File: src/rtl/imem_load_if.sv
// Loader stream, instruction-memory write port and boot status of imem_load_controller.
//   slave  modport: used by the controller (takes load_*, drives everything else)
//   master modport: used by the loader / system side
// Signals:
//   load_start, load_valid, load_data[15:0], load_last  loader -> controller
//   load_ready                                          controller -> loader
//   imem_write_enable, imem_write_addr[31:0],
//   imem_write_data[15:0]                               instruction memory write port
//   cpu_rst, running, word_count[N:0], overflow_err     boot status
interface imem_load_if #(
    parameter int unsigned N = 6
) ();
    logic        load_start;
    logic        load_valid;
    logic [15:0] load_data;
    logic        load_last;
    logic        load_ready;
    logic        imem_write_enable;
    logic [31:0] imem_write_addr;
    logic [15:0] imem_write_data;
    logic        cpu_rst;
    logic        running;
    logic [N:0]  word_count;
    logic        overflow_err;

    modport master (
        output load_start, load_valid, load_data, load_last,
        input  load_ready, imem_write_enable, imem_write_addr, imem_write_data,
        input  cpu_rst, running, word_count, overflow_err
    );

    modport slave (
        input  load_start, load_valid, load_data, load_last,
        output load_ready, imem_write_enable, imem_write_addr, imem_write_data,
        output cpu_rst, running, word_count, overflow_err
    );
endinterface

File: src/rtl/imem_load_controller.sv
// Program-load and boot sequencer for the instruction memory.
// Accepts 16-bit words from a valid/ready loader stream and writes them to consecutive
// instruction-memory addresses starting at BASE (the fetch entry address). The processor is
// held in reset while loading and for RST_CYCLES cycles after the last word, then released.
// Ports:
//   clk  system clock (posedge)
//   rst  asynchronous active-high reset
//   bus  imem_load_if slave: loader stream in, memory write port / cpu_rst / status out
module imem_load_controller #(
    parameter int unsigned N          = 6,
    parameter int unsigned BASE       = 32,
    parameter int unsigned RST_CYCLES = 2
) (
    input  logic        clk,
    input  logic        rst,
    imem_load_if.slave  bus
);
    localparam int unsigned CW = (RST_CYCLES > 1) ? $clog2(RST_CYCLES) : 1;
    localparam logic [N-1:0]  PTR_BASE  = N'(BASE);
    localparam logic [N-1:0]  PTR_MAX   = '1;
    localparam logic [CW-1:0] BOOT_LAST = CW'(RST_CYCLES - 1);

    typedef enum logic [2:0] {StIdle, StLoad, StBoot, StRun, StError} state_e;

    state_e        state_q, state_d;
    logic [N-1:0]  ptr_q;
    logic [N:0]    word_count_q;
    logic          overflow_q;
    logic          we_q;
    logic [N-1:0]  waddr_q;
    logic [15:0]   wdata_q;
    logic [CW-1:0] boot_cnt_q;

    logic load_ready;
    logic accept;
    logic start_load;

    // Next-state and handshake decode
    always_comb begin
        state_d    = state_q;
        load_ready = (state_q == StLoad);
        accept     = bus.load_valid & load_ready;
        // load_start is honoured everywhere except LOAD and BOOT
        start_load = bus.load_start &
                     ((state_q == StIdle) | (state_q == StRun) | (state_q == StError));
        unique case (state_q)
            StIdle, StRun, StError: begin
                if (start_load) state_d = StLoad;
            end
            StLoad: begin
                if (accept) begin
                    if (bus.load_last)        state_d = StBoot;
                    else if (ptr_q == PTR_MAX) state_d = StError;
                end
            end
            StBoot: begin
                if (boot_cnt_q == BOOT_LAST) state_d = StRun;
            end
            default: state_d = StIdle;
        endcase
    end

    always_ff @(posedge clk or posedge rst) begin
        if (rst) state_q <= StIdle;
        else     state_q <= state_d;
    end

    always_ff @(posedge clk or posedge rst) begin
        if (rst) begin
            ptr_q        <= PTR_BASE;
            word_count_q <= '0;
            overflow_q   <= 1'b0;
            we_q         <= 1'b0;
            waddr_q      <= '0;
            wdata_q      <= '0;
            boot_cnt_q   <= '0;
        end else begin
            // Write strobe is a registered copy of the accept, so exactly one cycle per word
            we_q <= accept;
            if (start_load) begin
                ptr_q        <= PTR_BASE;
                word_count_q <= '0;
                overflow_q   <= 1'b0;
            end else if (accept) begin
                waddr_q      <= ptr_q;
                wdata_q      <= bus.load_data;
                ptr_q        <= ptr_q + 1'b1;
                word_count_q <= word_count_q + 1'b1;
                if (!bus.load_last && (ptr_q == PTR_MAX)) overflow_q <= 1'b1;
            end
            // Counter is zero on BOOT entry and advances once per BOOT cycle
            if (state_q == StBoot) boot_cnt_q <= boot_cnt_q + 1'b1;
            else                   boot_cnt_q <= '0;
        end
    end

    assign bus.load_ready        = load_ready;
    assign bus.imem_write_enable = we_q;
    assign bus.imem_write_addr   = 32'(waddr_q);
    assign bus.imem_write_data   = wdata_q;
    assign bus.cpu_rst           = (state_q != StRun);
    assign bus.running           = (state_q == StRun);
    assign bus.word_count        = word_count_q;
    assign bus.overflow_err      = overflow_q;
endmodule

File: src/flat_wrapper.sv
// flat-port wrapper written by rule: the top's interface ports become plain ports
module imem_load_controller_flat 
#(
    parameter int unsigned N          = 6,
    parameter int unsigned BASE       = 32,
    parameter int unsigned RST_CYCLES = 2
)
  (clk, rst, bus_load_start, bus_load_valid, bus_load_data, bus_load_last, bus_load_ready, bus_imem_write_enable, bus_imem_write_addr, bus_imem_write_data, bus_cpu_rst, bus_running, bus_word_count, bus_overflow_err);
  imem_load_if #(.N(N)) bus_i ();
  input  logic clk;
  input  logic rst;
  input wire logic [$bits(bus_i.load_start)-1:0] bus_load_start;
  input wire logic [$bits(bus_i.load_valid)-1:0] bus_load_valid;
  input wire logic [$bits(bus_i.load_data)-1:0] bus_load_data;
  input wire logic [$bits(bus_i.load_last)-1:0] bus_load_last;
  output wire logic [$bits(bus_i.load_ready)-1:0] bus_load_ready;
  output wire logic [$bits(bus_i.imem_write_enable)-1:0] bus_imem_write_enable;
  output wire logic [$bits(bus_i.imem_write_addr)-1:0] bus_imem_write_addr;
  output wire logic [$bits(bus_i.imem_write_data)-1:0] bus_imem_write_data;
  output wire logic [$bits(bus_i.cpu_rst)-1:0] bus_cpu_rst;
  output wire logic [$bits(bus_i.running)-1:0] bus_running;
  output wire logic [$bits(bus_i.word_count)-1:0] bus_word_count;
  output wire logic [$bits(bus_i.overflow_err)-1:0] bus_overflow_err;
  assign bus_i.load_start = bus_load_start;
  assign bus_i.load_valid = bus_load_valid;
  assign bus_i.load_data = bus_load_data;
  assign bus_i.load_last = bus_load_last;
  assign bus_load_ready = bus_i.load_ready;
  assign bus_imem_write_enable = bus_i.imem_write_enable;
  assign bus_imem_write_addr = bus_i.imem_write_addr;
  assign bus_imem_write_data = bus_i.imem_write_data;
  assign bus_cpu_rst = bus_i.cpu_rst;
  assign bus_running = bus_i.running;
  assign bus_word_count = bus_i.word_count;
  assign bus_overflow_err = bus_i.overflow_err;
  imem_load_controller #(.N(N), .BASE(BASE), .RST_CYCLES(RST_CYCLES)) u_core (.clk(clk), .rst(rst), .bus(bus_i));
endmodule
File: config.mk
export PLATFORM = sky130hd
export DESIGN_NAME = imem_load_controller_flat
export DESIGN_NICKNAME = d
export VERILOG_FILES = /design/src/rtl/imem_load_if.sv /design/src/rtl/imem_load_controller.sv /design/src/flat_wrapper.sv
export SDC_FILE = /design/constraint.sdc
export NUM_CORES = 1
export LEC_CHECK = 0
export BUFFER_PORTS_ARGS = -buffer_cell sky130_fd_sc_hd__buf_2
export CAP_MARGIN = 20
export CORE_MARGIN = 4
export CORE_UTILIZATION = 46
export CTS_CLUSTER_DIAMETER = 100
export DETAILED_ROUTE_END_ITERATION = 12
export PLACE_DENSITY = 0.74
export SYNTH_ARGS = -nofsm -noshare
export SYNTH_HDL_FRONTEND = slang
export SYNTH_SLANG_ARGS = --single-unit
File: constraint.sdc
create_clock -name clk -period 4.2 [get_ports clk]
set_input_delay 0.21 -clock clk [delete_from_list [all_inputs] [get_ports clk]]
set_output_delay 0.21 -clock clk [all_outputs]
set_load 0.005 [all_outputs]
---- After elaboration in Yosys (flattened, before gate mapping) ----
Index checks and enable logic that the tools add are counted.
storage, ports and cells
  register bits after elaboration ......... 41
  bits of input ports ..................... 21
  output and inout bits ................... 60
  word-level logic and storage cells ...... 49
cells by class
  add/sub/neg operators ................... 3
  eq/ne operators ......................... 10
  multiplexer cells ....................... 14
  bitwise gates (word level) .............. 5
  reduce and logical (&&, ||, !) cells .... 9
operator list
  cell                 number
  $mux 3               5
  $mux 7               2
  $mux 6               2
  $pmux 3 s3           1
  $add 7x1->7 const B  1
  $add 6x1->6 const B  1
  $eq 3x2->1 const B   2
  $eq 6x6->1 const B   1
  $ne 2x1->1 const B   3
  $ne 3x2->1 const B   2
  $mux 1               4
  $reduce_and 2->1     2
  $reduce_and 4->1     1
  $reduce_bool 2->1    2
  $eq 3x1->1 const B   1
  $eq 3x3->1 const B   1
  $logic_not 3->1      1
  $reduce_or 3->1      1
  $and 1x1->1          2
  $or 1x1->1           2
  $add 1x1->1 const B  1
  $logic_and 1x1->1    1
  $logic_not 1->1      1
  $not 1->1            1

---- Logic depth before layout (Yosys ltp) ----
  word-level depth ........................ 6
  gate-level depth with buffers ........... 7
  depth with buffers taken out ............ 4

---- Worst setup path after synthesis ----
Ideal clock, no wire load.
  path kind ............................... reg2reg
  start ................................... register u_core.state_q[0]
  end ..................................... register u_core.overflow_q (netlist: u_core.bus.overflow_err)
  library setup time ...................... 121 ps
  data arrival time ....................... 1350 ps
  data required time ...................... 4079 ps
  setup slack ............................. 2729 ps
  stages on the path, launching flop included .. 5
  path buffers ............................ 1
  period minus slack after synthesis ...... 1471 ps
  cells stage by stage .................... dfrtp_1 buf_4 or3b_2 and2_1 a22o_1
on the way
  longest elaborated chain between the ends .. 6
  elaborated cells on any way between the ends .. 12
  classes of those cells .................. 3 x eq/ne; 1 x mux; 4 x bitwise; 4 x reduce/logical
ends and longest elaborated chain
  what                                                  RTL line                    RTL
  start: declaration                                    imem_load_controller.sv:25  state_e state_q, state_d;
  start signal: assignment                              imem_load_controller.sv:64  if (rst) state_q <= StIdle;
  start signal: assignment                              imem_load_controller.sv:65  else state_q <= state_d;
  $eq 3x2->1 / $logic_not 3->1 (equally long branches)  imem_load_controller.sv:45  ((state_q == StIdle) | (state_q == StRun) | (state_q == StError));
  $or 1x1->1 (2 in series)                              imem_load_controller.sv:45
  $and 1x1->1                                           imem_load_controller.sv:44  start_load = bus.load_start &
  $reduce_bool 2->1 (no line)                           n/a
  $reduce_and 2->1 (no line)                            n/a
  end signal: assignment                                imem_load_controller.sv:72  overflow_q <= 1'b0;
  end signal: assignment                                imem_load_controller.sv:83  overflow_q <= 1'b0;
  end signal: assignment                                imem_load_controller.sv:89  if (!bus.load_last && (ptr_q == PTR_MAX)) overflow_q <= 1'b1;
  end: declaration                                      imem_load_controller.sv:28  logic overflow_q;
Parallel ways exist; a longest one is shown, timed or not.
A chain may end at the register's enable or synchronous reset.

---- Worst setup path in the final report ----
  start ................................... register u_core.state_q[1]
  end ..................................... register u_core.overflow_q (netlist: u_core.bus.overflow_err)
The elaborated chain is that of the path after synthesis.

==> out/results.txt <==
CTS buffer count: 5
syn_area_per_cell: 9.08 um^2
first-iteration detailed-routing DRC count: 145
core area: 4090 um^2
all-layer global routing usage: 14.6%
max-cap violation count: 0
sequential standard cell area: 1030 um^2
most frequent cells in the layout: nand2_1 (77), buf_2 (54), dfrtp_1 (40)
Post-DP Area: 2200 um^2
Gate Count Post-Synth: 220
DRC viols: 0
worst hold path class: primary input to asynchronous set/reset pin
Starting Density: 48.9%
Worst Path Buf+Inv: 1
synthesis-stage register bit count: 41
die width: 73.9 um
final worst path period share: 44.8%
share of layout cells above drive strength 1: 24.1%
Synth warnings: 0
Layout fillers: 390
# nets final: 296
# diodes: 0
# placed instances: 316
die area: 5460 um^2
Post-Layout Cell Count: 324
DR WL/cell: 12.1 um
number of port buffers: 54
Top FF cell, synth: dfrtp_1
final setup violation count: 0
hold_buf cts: 0
maximum vdd drop: 306 uV
Slowest cell on crit path: clkinv_1
initial antenna violation count: 0
Syn-to-layout area delta: 14.8%
CTS max path bufs: 2
H-tree depth: 2
asr flop ratio synth: 100%
largest net degree at the start of global routing: 46
num rows: 23
via count: 1563
Clk pin slew, worst setup/hold paths: 0.08 ns
EDFF count, synth: 0
placed wire-length estimate: 2740 um
Pleak: 1.24 nW
Pins Over Slew Limit: 0
CP Launch Type: register
Cell variety after synth: 34
Die Ht: 73.9 um
first-pass GRT wire length: 6180 um
CTS tree: built
RSZ-0062 raised after global routing: false
Crit Path Category: register to register
Placer Congestion: 0.764
Worst Reg-to-Reg Cells: 3
Reg-to-Reg Start: u_core.state_q[1]
Worst Path Arrival: 2.05 ns
total negative slack: 0 ns
Vias per Instance: 4.82
Slew HR: 51.9%
Critical Path Fanout Max: 26
Worst-Skew Late Latency: 0.29 ns
flop-to-flop setup slack: 2.32 ns
crit end category: register
Antenna Nets Post-Route: 0
mapped cell area: 2000 um^2
Root Buffer: clkbuf_8
grt ovf: 0
slowest stage delay, CP: 0.58 ns
status: completed
Setup Buffers After CTS: 0
Ports: 81
Fmax achieved: 532 MHz
worst slew pin tran: 0.717 ns
clock sinks: 41
CP top delay family: buffers and inverters
drt total wl: 3930 um
power per cell area: 584 nW/um^2
vias in the first global route: 1418
Resize count post-CTS: 0
DRT Pass-1 Iters: 4
clk_skew: 0.00455 ns
sequential area share after synthesis: 51.4%
WP data required: 4.37 ns
final instance area: 2290 um^2
crit path cell chain: nand4bb_2 -> clkinv_1 -> a22o_1
RR Endpoint: u_core.bus.overflow_err
min Tclk post-route: 1.88 ns
area of the multi-input gates: 802 um^2
commonest non-fill, non-tap cell in the layout: nand2_1
Fin. Hold Viols: 0
==> report_power, final <==
part           switching, mW  total (mW)  leakage, nW  internal, mW
sequential             0.101       0.627        0.528         0.525
combinational          0.252       0.450        0.669         0.198
clock                  0.129       0.263       0.0455         0.134
total                  0.482        1.34         1.24         0.857
==> worst min-delay path, delay by kind of cell <==
| kind | cells | cell delay [ns] |
|---|---|---|
| buffers and inverters | 3 | 0.55 |
==> state kept, by name (all words and copies together), names as in the netlist <==
| signal | cells |
|---|---|
| u_core.boot_cnt_q | 1 |
| u_core.bus.imem_write_data | 16 |
| u_core.bus.imem_write_enable | 1 |
| u_core.bus.overflow_err | 1 |
| u_core.bus.word_count | 7 |
| u_core.ptr_q | 6 |
| u_core.state_q | 3 |
| u_core.waddr_q | 6 |
==> per-stage QoR <==
| stage | power, mW | hold WS, ns | util, % | setup slack, ns |
|---|---|---|---|---|
| global placement | 1.08 | 0.363 | 53.9 | 2.38 |
| floorplan | 0.923 | 0.315 | - | 2.73 |
| finish | 1.34 | 0.0273 | 56.1 | 2.32 |
| global route | 1.45 | 0.0748 | 56.1 | 2.17 |
| CTS | 1.36 | 0.0513 | 56.1 | 2.31 |
| detailed placement | 1.09 | 0.372 | 53.9 | 2.32 |
==> Yosys cell counts, drive strengths merged, types with 2 or more instances <==
| library cell | number | share of area, % |
|---|---|---|
| dfrtp | 40 | 50 |
| nor3 | 2 | 0.50 |
| buf | 34 | 12 |
| and2 | 3 | 0.94 |
| ha | 2 | 1.3 |
| inv | 6 | 1.1 |
| nand2 | 77 | 14 |
| xor2 | 2 | 0.88 |
| a21oi | 7 | 1.8 |
| nor2b | 2 | 0.63 |
| nand3 | 7 | 1.8 |
| o21ai | 6 | 1.5 |
| or3 | 4 | 1.3 |
| o31ai | 3 | 1.1 |
| o22ai | 2 | 0.63 |
| nor4b | 2 | 0.88 |
| or4 | 3 | 1.1 |
| mux2i | 3 | 1.5 |
==> cell families (layout without fill, tap and decap cells) <==
family / Yosys count / count (layout) / share of synthesized area, %
other cells: 1 / 26 / 0.188
simple gates: 105 / 105 / 23.8
compound gates: 24 / 24 / 7.58
mux: 3 / 3 / 1.50
fa+ha+maj: 2 / 2 / 1.25
xor+xnor: 2 / 2 / 0.877
flops: 41 / 41 / 51.4
buf+inv: 42 / 71 / 13.4
==> worst max-delay path by stage <==
stage | startpoint | cells past startpoint | to
4_1_cts | u_core.state_q[1] | 3 | u_core.bus.overflow_err
3_3_place_gp | u_core.state_q[1] | 3 | u_core.bus.overflow_err
6_report | u_core.state_q[1] | 3 | u_core.bus.overflow_err
5_1_grt | u_core.state_q[1] | 4 | u_core.bus.word_count[1]
2_1_floorplan | u_core.state_q[0] | 4 | u_core.bus.overflow_err
3_5_place_dp | u_core.state_q[1] | 3 | u_core.bus.overflow_err
==> final cells by class <==
cell class | count | area share [%]
Inverter | 7 | 1.15
Tap cell | 50 | 2.73
Timing Repair Buffer | 56 | 12.4
Clock buffer | 8 | 3.93
Sequential cell | 41 | 44.8
Multi-Input combinational cell | 162 | 35.0
==> layer usage <==
metal	GRT usage, %	share of wire [%]	vias to the layer above
met2	21.9	47	50
met3	5.34	8.3	6
met1	19.1	44	729
li1	-	-	778
met5	0	0	-
met4	5.84	1.0	0
Note: power is estimated with default switching activity, not from simulation.
